`config.mk`:
```
export PLATFORM = sky130hd
export DESIGN_NAME = fifo_uart_tx
export DESIGN_NICKNAME = d
export VERILOG_FILES = /design/src/rtl/fifo_uart_tx.sv
export SDC_FILE = /design/constraint.sdc
export NUM_CORES = 1
export LEC_CHECK = 0
export ABC_AREA = 0
export CORE_ASPECT_RATIO = 1.2
export CORE_UTILIZATION = 56
export DETAILED_ROUTE_END_ITERATION = 8
export PLACE_DENSITY = 0.89
export REMOVE_ABC_BUFFERS = 1
export SETUP_SLACK_MARGIN = 0.5
export SLEW_MARGIN = 0
export SYNTH_ARGS = -nofsm -noshare
export SYNTH_HDL_FRONTEND = slang
export SYNTH_SLANG_ARGS = --single-unit
```
`constraint.sdc`:
```
create_clock -name rd_clk -period 3.5 [get_ports rd_clk]
set_input_delay 0.525 -clock rd_clk [delete_from_list [all_inputs] [get_ports rd_clk]]
set_output_delay 0.525 -clock rd_clk [all_outputs]
set_load 0.01 [all_outputs]
```
`src/rtl/fifo_uart_tx.sv`:
```
// UART transmitter that drains a show-ahead byte FIFO in its read clock domain.
// Each popped byte goes out as start, 8 data bits LSB-first, optional even parity, then stop bit(s).
`timescale 1ns/1ps
module fifo_uart_tx #(
  parameter int CLKS_PER_BIT = 16,
  parameter int PARITY_EN    = 0,
  parameter int STOP_BITS    = 1
) (
  input  logic       rd_clk,
  input  logic       reset_n,
  input  logic       tx_en,
  input  logic       fifo_empty,
  input  logic [7:0] fifo_data,
  output logic       fifo_rd,
  output logic       tx,
  output logic       busy,
  output logic       frame_done
);

  localparam int CNT_W = $clog2(CLKS_PER_BIT);
  localparam logic [CNT_W-1:0] CNT_LAST = CNT_W'(CLKS_PER_BIT - 1);
  localparam logic [2:0] STOP_LAST = 3'(STOP_BITS - 1);

  typedef enum logic [2:0] {
    S_IDLE,
    S_ARM,
    S_START,
    S_DATA,
    S_PARITY,
    S_STOP
  } state_t;

  state_t           state_q, state_d;
  logic [CNT_W-1:0] cnt_q, cnt_d;
  logic [2:0]       idx_q, idx_d;
  logic [7:0]       shift_q, shift_d;
  logic             par_q, par_d;
  logic             tx_q, tx_d;
  logic             bit_end;

  assign bit_end = (cnt_q == CNT_LAST);

  always_comb begin
    state_d    = state_q;
    cnt_d      = cnt_q;
    idx_d      = idx_q;
    shift_d    = shift_q;
    par_d      = par_q;
    fifo_rd    = 1'b0;
    frame_done = 1'b0;

    if (state_q != S_IDLE && state_q != S_ARM) begin
      cnt_d = bit_end ? '0 : cnt_q + CNT_W'(1);
    end

    case (state_q)
      S_IDLE: begin
        if (tx_en && !fifo_empty) state_d = S_ARM;
      end
      // Second consecutive non-empty sample: data_out is now valid, so latch and pop together.
      S_ARM: begin
        if (fifo_empty) begin
          state_d = S_IDLE;
        end else begin
          shift_d = fifo_data;
          par_d   = ^fifo_data;
          fifo_rd = 1'b1;
          cnt_d   = '0;
          idx_d   = '0;
          state_d = S_START;
        end
      end
      S_START: begin
        if (bit_end) begin
          idx_d   = '0;
          state_d = S_DATA;
        end
      end
      S_DATA: begin
        if (bit_end) begin
          shift_d = {1'b0, shift_q[7:1]};
          idx_d   = idx_q + 3'd1;
          if (idx_q == 3'd7) begin
            idx_d   = '0;
            state_d = (PARITY_EN != 0) ? S_PARITY : S_STOP;
          end
        end
      end
      S_PARITY: begin
        if (bit_end) begin
          idx_d   = '0;
          state_d = S_STOP;
        end
      end
      // idx_q counts stop bits here so the two-stop-bit case needs no extra counter.
      S_STOP: begin
        if (bit_end) begin
          if (idx_q == STOP_LAST) begin
            frame_done = 1'b1;
            idx_d      = '0;
            state_d    = S_IDLE;
          end else begin
            idx_d = idx_q + 3'd1;
          end
        end
      end
      default: state_d = S_IDLE;
    endcase

    // The pin level is decoded from the next state so the registered tx lines up with state_q.
    case (state_d)
      S_START:  tx_d = 1'b0;
      S_DATA:   tx_d = shift_d[0];
      S_PARITY: tx_d = par_d;
      default:  tx_d = 1'b1;
    endcase
  end

  always_ff @(posedge rd_clk or negedge reset_n) begin
    if (!reset_n) begin
      state_q <= S_IDLE;
      cnt_q   <= '0;
      idx_q   <= '0;
      shift_q <= '0;
      par_q   <= 1'b0;
      tx_q    <= 1'b1;
    end else begin
      state_q <= state_d;
      cnt_q   <= cnt_d;
      idx_q   <= idx_d;
      shift_q <= shift_d;
      par_q   <= par_d;
      tx_q    <= tx_d;
    end
  end

  assign tx   = tx_q;
  assign busy = (state_q != S_IDLE);

endmodule

```
==> run metrics <==
initial core utilization 60.0%; Top Ports 16; Worst Hold Class reg2reg; Syn Area/Cell 10.4 um2; initial antenna violation count 0; dpl hpwl 1.79 mm; hold-critical path depth 1; clock skew 0.000656 ns; worst hold margin 0.491 ns; Worst slew margin 41.7%; reg2reg end tx; drt total wl 2.34 mm; async set-reset flop share out of synthesis 100%; Final Max Tran Viols 0; vias per inst 5.80; Arr. time, crit path 2.21 ns; worst skew pair latency 0.29 ns; met2 WL post-DR 1.22 mm; # DRC 0; hold path endpoint shift_q[3]; synthesized netlist cell count 119; CP Launch Type register; Ys Warns 0; Initial DRC Count 16; die width 45 um; n_diodes 0; CTS root buf clkbuf_4; DR WL/cell 14.3 um; VDD IR max 0.427 mV; fin crit period 2.73 ns; Fin. Hold Viols 0; DR vias 951; gr usage total 22.2%; TritonCTS clock tree done; mapped cell area 1240 um2; clk buf depth 2; gr ovfl total 0; vias in the first global route 898; maxcap violations 0; Worst Path Required 2.97 ns; peak fanout along the critical path 7; clk slew on worst S/H paths 0.11 ns; clock sinks 20; drt pass-1 iters 4; largest cells by area after synthesis dfrtp_1 38%, xnor2_1 4.9%, a22o_1 4.2%; Nets 151; die height 53.6 um; Seq/Total Area, Yosys 40.4%; Final period util 78.1%; ys flop type dfrtp_1; first-pass GRT wire length 3.81 mm; antenna-violating nets left 0; Register Area 502 um2; clock buffers created by TritonCTS 3; CP endpoint kind output port; final setup fails 0; R2R setup slack 1.71 ns; worst r2r path cells 6; multi-input logic area 678 um2; fillers 164; Least-Margin Pin Slew 0.872 ns; Area Overhead vs Synth 14.6%; path type of the worst setup path reg2out; LEAKAGE 0.000636 uW; post-cts gate resize count 0; row cnt 18; PwrDens 620 nW/um2; met1 wire length 999 um; final core utilization 68.7%; H-tree Lvls 1; # Post-CTS Setup Buffers 0; core area 2070 um2; fin area 1420 um2; metal3 WL 92 um; number of synthesized flops with an enable pin 0; area of the die 2410 um2; IO Port Bufs 15; Synth area leader dfrtp_1; Hold Crit Start shift_q[3]; status finished, final reports clean; top cell type's share of synthesized area 38.3%; hold-fix buffers at CTS 0; share of cells above drive strength 1 11.9%; GP Congestion 0.883; RSZ-0062 raised after global routing no; area post-placement 1400 um2; post-synthesis register bit count 20; R2R Path Start idx_q[1]; Fmax achieved 366 MHz; largest net degree at the start of global routing 21; number of distinct library cells after synthesis 42; top sig layer met4; post-route setup TNS 0 ns
## worst max-delay path by stage
stage / from / to / slack [ns] / depth (start not counted)
3_3_place_gp: fifo_empty / fifo_rd / 1.01 / 4
3_5_place_dp: fifo_empty / fifo_rd / 1.01 / 4
2_1_floorplan: cnt_q[0] / frame_done / 1.71 / 4
4_1_cts: cnt_q[0] / frame_done / 0.75 / 5
5_1_grt: cnt_q[0] / frame_done / 0.61 / 5
6_report: cnt_q[0] / frame_done / 0.77 / 5
## worst max-delay path: stages (launching register included)
cell             delay (ns)
dfrtp_1                0.41
ha_1                   0.28
and3_1                 0.39
nand3_2                0.15
nor2_1                 0.14
clkdlybuf4s50_1        0.54
## cell type report
| class | count | share of cell area (%) |
|---|---|---|
| Sequential cell | 20 | 35.2 |
| Timing Repair Buffer | 16 | 11.1 |
| Tap cell | 30 | 2.64 |
| Inverter | 6 | 1.58 |
| Multi-Input combinational cell | 88 | 47.6 |
| Clock buffer | 4 | 1.85 |
## routing by layer
metal / GRT usage (%) / vias to the layer above
li1: - / 462
met1: 25.5 / 458
met2: 39.6 / 27
met3: 4.70 / 4
met4: 8.59 / 0
met5: 0 / -
## report_power, final
| group | total, uW | switching (uW) | internal, uW |
|---|---|---|---|
| Clock | 112 | 67.4 | 44.3 |
| Combinational | 357 | 174 | 183 |
| Sequential | 414 | 91.8 | 322 |
| Total | 882 | 333 | 549 |
## registers in the layout, summed over array words and instances, names as in the netlist
register / count
par_q: 1
state_q: 3
idx_q: 3
shift_q: 8
cnt_q: 4
tx: 1
## cell usage after synthesis (2+ instances only)
| cell type | number |
|---|---|
| nand3_1 | 4 |
| nor2_1 | 13 |
| nand2b_1 | 4 |
| a21o_1 | 6 |
| a22o_1 | 6 |
| a21oi_1 | 6 |
| dfrtp_1 | 19 |
| o21ai_0 | 4 |
| ha_1 | 4 |
| xnor2_1 | 7 |
| nand2_1 | 4 |
| and3_1 | 3 |
| o22ai_1 | 2 |
| inv_1 | 6 |
| a32o_1 | 2 |
| buf_2 | 2 |
| buf_6 | 2 |
## metrics by stage
stage / setup slack (ns) / total power (uW) / std cells
after CTS: 0.750 / 888 / 164
after global routing: 0.613 / 951 / 164
after detailed placement: 1.01 / 777 / 160
after global placement: 1.01 / 756 / 160
final: 0.766 / 882 / 164
after floorplan: 1.71 / 660 / 114
## cells in the final DEF, fill, tap and decap left out, types with 3 or more instances in the layout
cell type	count
dfrtp_1	19
clkdlybuf4s50_1	15
nor2_1	13
xnor2_1	7
a21oi_1	6
inv_1	6
a22o_1	6
a21o_1	6
nand2b_1	4
o21ai_0	4
nand2_1	4
nand3_1	4
ha_1	4
and3_1	3
clkbuf_4	3
## logic make-up (layout without fill, tap and decap cells)
family	Yosys count	in the layout	synth area share (%)
multiplexers	2	2	2.01
AO/OA/AOI/OAI	36	36	25.1
buffers and inverters	11	26	5.04
AND/OR/NAND/NOR	38	38	17.8
XOR/XNOR	8	8	5.64
adder cells (fa/ha/maj)	4	4	4.03
flip-flops	20	20	40.4
Note: power is estimated with default switching activity, not from simulation.
